$ cat src/rtl/fifo_1ton_pkg.sv
// Shared sizing helpers for the 1-to-N packing FIFO.
// Counter widths depend on instance parameters, so they are computed from these functions.
package fifo_1ton_pkg;

  function automatic int clog2(input int n);
    int r;
    r = 0;
    while ((1 << r) < n) r++;
    return r;
  endfunction

  // items-held counter width: 0..DEPTH*NSIZE
  function automatic int cw_of(input int depth, input int nsize);
    return clog2(depth * nsize + 1);
  endfunction

  // words-held counter width: 0..DEPTH
  function automatic int rw_of(input int depth);
    return clog2(depth + 1);
  endfunction

  // pack_cnt width, never narrower than one bit
  function automatic int pw_of(input int nsize);
    return (nsize > 1) ? clog2(nsize) : 1;
  endfunction

  function automatic int aw_of(input int depth);
    return (depth > 1) ? clog2(depth) : 1;
  endfunction

endpackage

$ cat src/rtl/fifo_1ton_packer.sv
// Collects narrow items into one wide word, first item in the MSB slice.
// Emits word_commit/word_data on the cycle a word completes or a partial word is flushed.
module fifo_1ton_packer
  import fifo_1ton_pkg::*;
#(
  parameter int               DSIZE     = 8,
  parameter int               NSIZE     = 4,
  parameter logic [DSIZE-1:0] DEF_VALUE = '0,
  parameter int               PW        = pw_of(NSIZE)
) (
  input  logic                   clk,
  input  logic                   rst_n,
  input  logic                   wr_acc,
  input  logic [DSIZE-1:0]       wr_data,
  input  logic                   flush,
  input  logic                   room,
  output logic [PW-1:0]          pack_cnt,
  output logic                   word_commit,
  output logic [DSIZE*NSIZE-1:0] word_data
);

  localparam logic [PW-1:0] LAST = PW'(NSIZE - 1);

  logic [NSIZE-1:0][DSIZE-1:0] pack_q, pack_d;
  logic [NSIZE-1:0][DSIZE-1:0] word_s;
  logic [PW-1:0]               pack_cnt_q, pack_cnt_d;
  logic [PW:0]                 filled;
  logic                        fill_done, flush_ok;

  assign filled = {1'b0, pack_cnt_q} + {{PW{1'b0}}, wr_acc};

  // Slice s holds item number NSIZE-1-s; slices past the fill level read as pad.
  for (genvar s = 0; s < NSIZE; s++) begin : g_slice
    assign pack_d[s] = (wr_acc && pack_cnt_q == PW'(NSIZE - 1 - s)) ? wr_data : pack_q[s];
    assign word_s[s] = (int'(filled) > (NSIZE - 1 - s)) ? pack_d[s] : DEF_VALUE;
  end

  always_comb begin
    fill_done   = wr_acc && (pack_cnt_q == LAST);
    flush_ok    = flush && (pack_cnt_q != '0) && room;
    word_commit = fill_done || flush_ok;
    pack_cnt_d  = pack_cnt_q;
    if (word_commit)  pack_cnt_d = '0;
    else if (wr_acc)  pack_cnt_d = pack_cnt_q + 1'b1;
  end

  always_ff @(posedge clk or negedge rst_n) begin
    if (!rst_n) begin
      pack_q     <= '0;
      pack_cnt_q <= '0;
    end else begin
      pack_q     <= pack_d;
      pack_cnt_q <= pack_cnt_d;
    end
  end

  assign pack_cnt  = pack_cnt_q;
  assign word_data = word_s;

endmodule

$ cat src/rtl/fifo_1ton.sv
// Width up-converter FIFO: DSIZE items in, DSIZE*NSIZE words out, DEPTH words of storage.
// Define FIFO_1TON_FLUSH_EN to add wr_flush, which commits a partially packed word.
module fifo_1ton
  import fifo_1ton_pkg::*;
#(
  parameter int               DSIZE     = 8,
  parameter int               NSIZE     = 4,
  parameter int               DEPTH     = 8,
  parameter int               ALMOST    = 2,
  parameter logic [DSIZE-1:0] DEF_VALUE = '0,
  localparam int              CW        = cw_of(DEPTH, NSIZE),
  localparam int              RW        = rw_of(DEPTH)
) (
  input  logic                   clk,
  input  logic                   rst_n,
  input  logic                   wr_en,
  input  logic [DSIZE-1:0]       wr_data,
  output logic                   wr_full,
  output logic                   wr_almost_full,
  output logic [CW-1:0]          wr_count,
`ifdef FIFO_1TON_FLUSH_EN
  input  logic                   wr_flush,
`endif
  input  logic                   rd_en,
  output logic [DSIZE*NSIZE-1:0] rd_data,
  output logic                   rd_empty,
  output logic                   rd_almost_empty,
  output logic [RW-1:0]          rd_count,
  output logic                   rd_vld
);

  localparam int WW = DSIZE * NSIZE;
  localparam int PW = pw_of(NSIZE);
  localparam int AW = aw_of(DEPTH);

  logic [WW-1:0] mem_q [DEPTH];
  logic [AW-1:0] wr_ptr_q, wr_ptr_d, rd_ptr_q, rd_ptr_d;
  logic [RW-1:0] words_q, words_d;
  logic [WW-1:0] rd_data_q, rd_data_d;
  logic          rd_vld_q, rd_vld_d;

  logic [PW-1:0] pack_cnt;
  logic          word_commit;
  logic [WW-1:0] word_data;
  logic          wr_acc, rd_acc, room, flush_in;

`ifdef FIFO_1TON_FLUSH_EN
  assign flush_in = wr_flush;
`else
  assign flush_in = 1'b0;
`endif

  function automatic logic [AW-1:0] ptr_inc(input logic [AW-1:0] p);
    return (p == AW'(DEPTH - 1)) ? '0 : p + 1'b1;
  endfunction

  // Full only when the next item would complete a word with nowhere to put it.
  assign room     = (words_q != RW'(DEPTH));
  assign wr_full  = !room && (pack_cnt == PW'(NSIZE - 1));
  assign wr_acc   = wr_en && !wr_full;
  assign rd_acc   = rd_en && (words_q != '0);

  fifo_1ton_packer #(
    .DSIZE     (DSIZE),
    .NSIZE     (NSIZE),
    .DEF_VALUE (DEF_VALUE),
    .PW        (PW)
  ) u_packer (
    .clk         (clk),
    .rst_n       (rst_n),
    .wr_acc      (wr_acc),
    .wr_data     (wr_data),
    .flush       (flush_in),
    .room        (room),
    .pack_cnt    (pack_cnt),
    .word_commit (word_commit),
    .word_data   (word_data)
  );

  always_comb begin
    words_d   = words_q;
    wr_ptr_d  = wr_ptr_q;
    rd_ptr_d  = rd_ptr_q;
    rd_data_d = rd_data_q;
    rd_vld_d  = rd_acc;
    case ({word_commit, rd_acc})
      2'b10:   words_d = words_q + 1'b1;
      2'b01:   words_d = words_q - 1'b1;
      default: words_d = words_q;
    endcase
    if (word_commit) wr_ptr_d = ptr_inc(wr_ptr_q);
    if (rd_acc) begin
      rd_ptr_d  = ptr_inc(rd_ptr_q);
      rd_data_d = mem_q[rd_ptr_q];
    end
  end

  always_ff @(posedge clk or negedge rst_n) begin
    if (!rst_n) begin
      words_q   <= '0;
      wr_ptr_q  <= '0;
      rd_ptr_q  <= '0;
      rd_data_q <= {NSIZE{DEF_VALUE}};
      rd_vld_q  <= 1'b0;
    end else begin
      words_q   <= words_d;
      wr_ptr_q  <= wr_ptr_d;
      rd_ptr_q  <= rd_ptr_d;
      rd_data_q <= rd_data_d;
      rd_vld_q  <= rd_vld_d;
    end
  end

  always_ff @(posedge clk or negedge rst_n) begin
    if (!rst_n) begin
      for (int i = 0; i < DEPTH; i++) mem_q[i] <= '0;
    end else if (word_commit) begin
      mem_q[wr_ptr_q] <= word_data;
    end
  end

  assign wr_count        = CW'(words_q) * CW'(NSIZE) + CW'(pack_cnt);
  assign wr_almost_full  = int'(wr_count) >= (DEPTH * NSIZE - ALMOST);
  assign rd_empty        = (words_q == '0);
  assign rd_almost_empty = int'(words_q) <= ALMOST;
  assign rd_count        = words_q;
  assign rd_data         = rd_data_q;
  assign rd_vld          = rd_vld_q;

endmodule

$ cat config.mk
export PLATFORM = sky130hd
export DESIGN_NAME = fifo_1ton
export DESIGN_NICKNAME = d
export VERILOG_FILES = /design/src/rtl/fifo_1ton_pkg.sv /design/src/rtl/fifo_1ton_packer.sv /design/src/rtl/fifo_1ton.sv
export SDC_FILE = /design/constraint.sdc
export NUM_CORES = 1
export LEC_CHECK = 0
export CORE_ASPECT_RATIO = 0.75
export CORE_MARGIN = 2
export CORE_UTILIZATION = 29
export CTS_CLUSTER_DIAMETER = 40
export DETAILED_ROUTE_END_ITERATION = 8
export GPL_TIMING_DRIVEN = 0
export PLACE_DENSITY = 0.48
export SYNTH_ARGS = -nofsm -noshare
export SYNTH_HDL_FRONTEND = slang
export SYNTH_SLANG_ARGS = --single-unit
$ cat constraint.sdc
create_clock -name clk -period 6.6 [get_ports clk]
set_clock_uncertainty 0.15 [all_clocks]
set_input_delay 1.65 -clock clk [delete_from_list [all_inputs] [get_ports clk]]
set_output_delay 1.65 -clock clk [all_outputs]
set_load 0.1 [all_outputs]
# After elaboration in Yosys (flattened, before gate mapping)
# Cells that the tools add are included.
# classes
magnitude_cmp	9
eq_ne	8
muxes	19
n_bitwise	2
n_addsub	7
reduce_logical	15
# op_table
cell	count
$bwmux W256	1
$bmux W32 S3	1
$demux W32 S3	1
$mux W32	3
$mux W8	8
$ge A4 B4 Y1 const B	2
$logic_and A1 B1 Y1	8
$not A3 Y4	2
$pmux W4 S2	1
$add A3 B1 Y3 const B	2
$add A6 B2 Y6	1
$eq A2 B2 Y1 const B	3
$eq A3 B3 Y1 const B	2
$ge A6 B5 Y1 const B	1
$gt A3 B1 Y1 const B	2
$gt A3 B2 Y1 const B	2
$mux W3	2
$add A4 B1 Y4 const B	1
$eq A2 B1 Y1 const B	2
$le A4 B2 Y1 const B	1
$logic_not A4 Y1	1
$lt A4 B1 Y1 const B	1
$mux W2	2
$ne A4 B4 Y1 const B	1
other kinds (7)	9
# word_totals
reg_bits	333
wordCells	78
in_bits	12
out_inout_bits	47

# Logic depth before layout (Yosys ltp)
# logic_depth
ltp_word	9
ltp_mapped	14
ltp_nobuf	11

# Modules after synthesis
# From an unflattened synthesis, not the netlist that was laid out.
# unflattened
cells_unflattened	1143
area_unflattened_um2	15494.9
# by_module_without_submodules
module	n_inst	cells_per_inst	seq_area_each_um2	area_per_inst_um2
fifo_1ton	1	940	7482.2	13497.9
fifo_1ton_packer	1	203	850.8	1996.9

# Least setup slack after synthesis
# Ideal clock, no wire load.
# synth_path
path_kind	reg2reg
start	reg words_q[0], in the netlist rd_count[0]
end	reg words_q[2], in the netlist rd_count[2]
required_ns	6.325
setup_time_ns	0.125
path_stages_with_launch	14
n_path_buf	3
t_arrival_ns	5.986
synth_period_minus_slack_ns	6.262
slack_ns	0.338
cell_sequence	dfrtp_1 buf_6 nor4_1 nand2b_1 clkbuf_1 clkbuf_1 inv_1 ha_1 xor2_1 ha_1 a21oi_1 xor2_1 nor2_1 xor2_1
# synth_via
elab_cells_between_ends	14
classes_between	add/sub (2); eq/ne (3); mux (1); reduce/logical (8)
# synth_rtl
item	line	source
start, declared	fifo_1ton.sv:38	logic [RW-1:0] words_q, words_d;
start signal, assigned	fifo_1ton.sv:106	words_q <= words_d;
$reduce_bool A4 Y1 *	fifo_1ton.sv:61	assign rd_acc = rd_en && (words_q != '0);
$logic_and A1 B1 Y1 *	fifo_1ton.sv:61	
via rd_acc	fifo_1ton.sv:45	logic wr_acc, rd_acc, room, flush_in;
$eq A2 B1 Y1 or $eq A2 B2 Y1 (tied branches)	fifo_1ton.sv:86	case ({word_commit, rd_acc})
$pmux W4 S2 or $reduce_bool A2 Y1 (tied branches)	-	
# The timed path passes the listed nets; every way through them passes the cells marked *.
# A chain may end at the register's enable or synchronous reset.

# Worst setup path in the final report
# layout_path
start	reg words_q[1], in the netlist rd_count[1]
end	out wr_full
# layout_via
elab_chain_len	3
# layout_rtl
item	line	source
$ne A4 B4 Y1	fifo_1ton.sv:58	assign room = (words_q != RW'(DEPTH));
$logic_not A1 Y1	fifo_1ton.sv:59	assign wr_full = !room && (pack_cnt == PW'(NSIZE - 1));
$logic_and A1 B1 Y1	fifo_1ton.sv:59	
end, declared	fifo_1ton.sv:18	output logic wr_full,
# Every way passes these cells.

==> out/summary.md <==
After the first detailed-routing iteration, the DRC count stood at 778. The total power divided by cell area was 545 mW/mm2. In this run the post-CTS setup repair buffer count came out at 0. The finished layout holds 1990 standard cells, fillers aside. The clock-pin slew on the worst setup and hold paths is 0.06 ns, and the worst hold slack is 0.324 ns.

Data on the critical path arrives at its endpoint at 3.48 ns. The data required time at the worst endpoint was 4.80 ns; the relative max-transition margin was 21.2%. The netlist area before placement was 0.0145 mm2; the largest stage delay on the critical path was 1.23 ns.

In this run the horizontal extent of the chip is 262 um. The worst setup path is of the flop to output port kind. For this configuration, the core starts out at a cell density of 29.6%. Walking the worst path, the cells encountered are clkbuf_1 > or4b_1 > nor2_1 > clkdlybuf4s50_1. Minimum clock period after layout: 5.28 ns. TritonCTS built the clock tree. Detailed-route wire length per cell: 22.4 um.

The via count of the first global-routing pass was 10400. The internal power of the cells totals 0.00571 W. The peak supply drop is 385 uV. Once detail routing completed, the nets flagged for antenna violations numbered 0. The initial antenna violation count was 0. Leaving out fill and tap cells, the most frequent cell in the layout is dfrtp_1.

The fraction of registers with async set/reset is 100%, and the number of buffers added on ports is 58. 0 antenna diodes ended up in the layout. The final wirelength is 44600 um, and the final net count is 1337. The pin count of the biggest net entering global routing was 120; the number of nets in the synthesized netlist was 1231. The static power due to leakage was 7.56 nW; the total I/O pin count was 59. After detailed routing, the number of remaining DRC violations is 0. For the total count of hold-check failures in the final report, the log shows 0. The switching power of the nets is 0.00384 W, and the portion of total power attributed to combinational logic is 39.5%. Most common flop cell mapped by yosys: dfrtp_1. The share of final-layout standard cells stronger than drive strength 1 is 15.4%, and the total of cells resized after clock tree synthesis is 0.

Setup repair after global routing left no endpoint under its margin. Of the total power, registers draw 33.7%. After floorplanning, the core was divided into 70 placement rows. Leaving out fill and tap cells, the most frequent cells in the layout are dfrtp_1 (333), nand2_1 (254), o21ai_0 (200), mux4_2 (64), clkdlybuf4s50_1 (57).

For this run, the number of Yosys warnings is 0. The type of the tightest min-delay check was flop to flop. The count of pins over their slew limit is 0, and the number of unique standard cell types used by synthesis is 45. The share of synthesized area occupied by flip-flops and latches was 57.5%; the number of storage elements in the synthesis netlist was 333. TritonCTS created 44 clock buffers. The die covers 0.0518 mm2.

In this run the worst path has a maximum fanout of 10. Hold repair after CTS inserted 0 buffers. The combined global-route utilization of all metal layers was 17.8%. The switching share of total power came out at 40.2%. The clock passes through at most 3 buffers. At the pin with the least slew margin, the transition time is 1.18 ns. Master of the slowest instance on the critical path: clkdlybuf4s50_1.

Number of max-cap violations: 0. The tools report the later-pin clock latency in the skew report as 0.55 ns. From synthesis to final layout, the design area changed by 20.9%.

After detailed routing, the number of vias per cell comes to 5.07. Averaged over all synthesized cells, the footprint is 12.0 um2. The core region is 0.0490 mm2. The logs give 0 for the final setup violation count and 67800 um for the first-pass GRT wire length. The number of enable flip-flop cells after synthesis came out at 0. The final critical path takes up 80.1% of the cycle. STA classifies the critical path endpoint as an output port. Summed over all layers, the global routing overflow is 0. The upper clock frequency limit was 189 MHz; the final HPWL from detailed placement was 29400 um.

The share of total power dissipated in the clock network is 26.9%. The number of H-tree levels was 2. Clock root buffer: clkbuf_16. Summing over every cut layer, the via total after detailed routing is 10100.

The run gives 1204 as the synthesized instance count. For this run, the share of the core covered by cells in the final layout is 35.7%. The first-pass iteration count of the detailed router came out at 5. The clock drives 333 sinks. STA classifies the critical path startpoint as a flop. The number of placed instances, taps included, is 1912.

The overall die height is 198 um. The run finished with clean final reports. For the routability congestion estimate from global placement, the log shows 0.820.
cell type report:
cell class / instances / area [um2]
clock inverter: 25 / 353
sequential: 333 / 8330
clock buffer: 53 / 1230
tap: 648 / 811
buffer: 73 / 333
multi-input combinational: 760 / 5690
timing repair buffer: 60 / 641
inverter: 38 / 143
fill: 4845 / 31500
power by group through the flow:
stage / Combinational [W] / Sequential (W) / Clock (W)
floorplan: 0.00208 / 0.00385 / 0
detailed placement: 0.00378 / 0.00324 / 0
finish: 0.00377 / 0.00322 / 0.00256
global route: 0.00407 / 0.00330 / 0.00272
global placement: 0.00373 / 0.00323 / 0
CTS: 0.00379 / 0.00322 / 0.00262
cells by family (layout without fill, tap and decap cells):
kind of cell	after synthesis	after routing	share of synthesized area (%)
AOI/OAI and AO/OA	303	303	12.4
xor gates and xnor gates	5	5	0.302
adders and majority gates	15	15	1.29
buffers and inverters	111	249	3.28
DFF	333	333	57.5
muxes	133	133	16.4
and+or+nand+nor	304	304	8.79
metrics by stage:
stage                     setup TNS, ns  setup slack (ns)  total power [W]  area [um2]
after detailed placement              0              1.68          0.00702       15900
after global routing                  0              1.14           0.0101       17500
after CTS                             0              1.28          0.00962       17500
after global placement         -3732.62            -11.26          0.00697       15900
after floorplan                       0             0.338          0.00593       14500
final                                 0              1.32          0.00954       17500
routing by layer:
| layer | share of wire (%) | global-route usage, % |
|---|---|---|
| met1 | 48 | 26.7 |
| met2 | 42 | 24.8 |
| met3 | 7.2 | 4.52 |
| met4 | 3.0 | 5.46 |
| met5 | 0 | 0 |
synthesized netlist by cell type, types with 5 or more instances:
cell type | count | share of area, %
o2bb2ai_1 | 32 | 1.9
buf_2 | 14 | 0.48
mux4_2 | 64 | 9.9
inv_1 | 37 | 0.96
buf_4 | 5 | 0.26
nand2b_1 | 9 | 0.39
a21oi_1 | 5 | 0.17
nand2_1 | 254 | 6.6
nor3_1 | 5 | 0.17
nor4_1 | 5 | 0.22
mux2i_2 | 14 | 1.3
clkbuf_1 | 46 | 1.2
buf_1 | 5 | 0.13
mux2i_4 | 15 | 2.3
ha_1 | 15 | 1.3
a22o_1 | 32 | 1.9
mux2_2 | 5 | 0.39
o21ai_1 | 27 | 0.93
mux2i_1 | 35 | 2.4
nor2_1 | 8 | 0.21
o21ai_0 | 200 | 6.9
dfrtp_1 | 333 | 57
path summary, 6_finish.rpt:
check	start	end	slack (ns)	depth (start not counted)
max reg2reg	rd_count[1]$_DFFE_PN0P_	mem_q[222]$_DFFE_PN0P_	2.64	11
max	rd_count[1]$_DFFE_PN0P_	wr_full	1.32	4
max in group asynchronous	rst_n	mem_q[33]$_DFFE_PN0P_	4.18	2
min reg2reg	rd_data[18]$_DFFE_PN0P_	rd_data[18]$_DFFE_PN0P_	0.32	2
min in group asynchronous	rst_n	mem_q[243]$_DFFE_PN0P_	1.00	1
min	rd_data[18]$_DFFE_PN0P_	rd_data[18]$_DFFE_PN0P_	0.32	2
flip-flops by register name, summed over array words and instances, names as in the netlist:
register and flops:
rd_ptr_q 3, mem_q 256, u_packer.pack_q 32, rd_count 4, wr_ptr_q 3, u_packer.pack_cnt 2
rd_data 32, rd_vld 1
worst max-delay path: cells and delay by family (launching register included):
kind / cells / cell delay, ns
and+or+nand+nor: 2 / 1.05
buffers and inverters: 2 / 1.47
DFF: 1 / 0.43
Note: power is estimated with default switching activity, not from simulation.
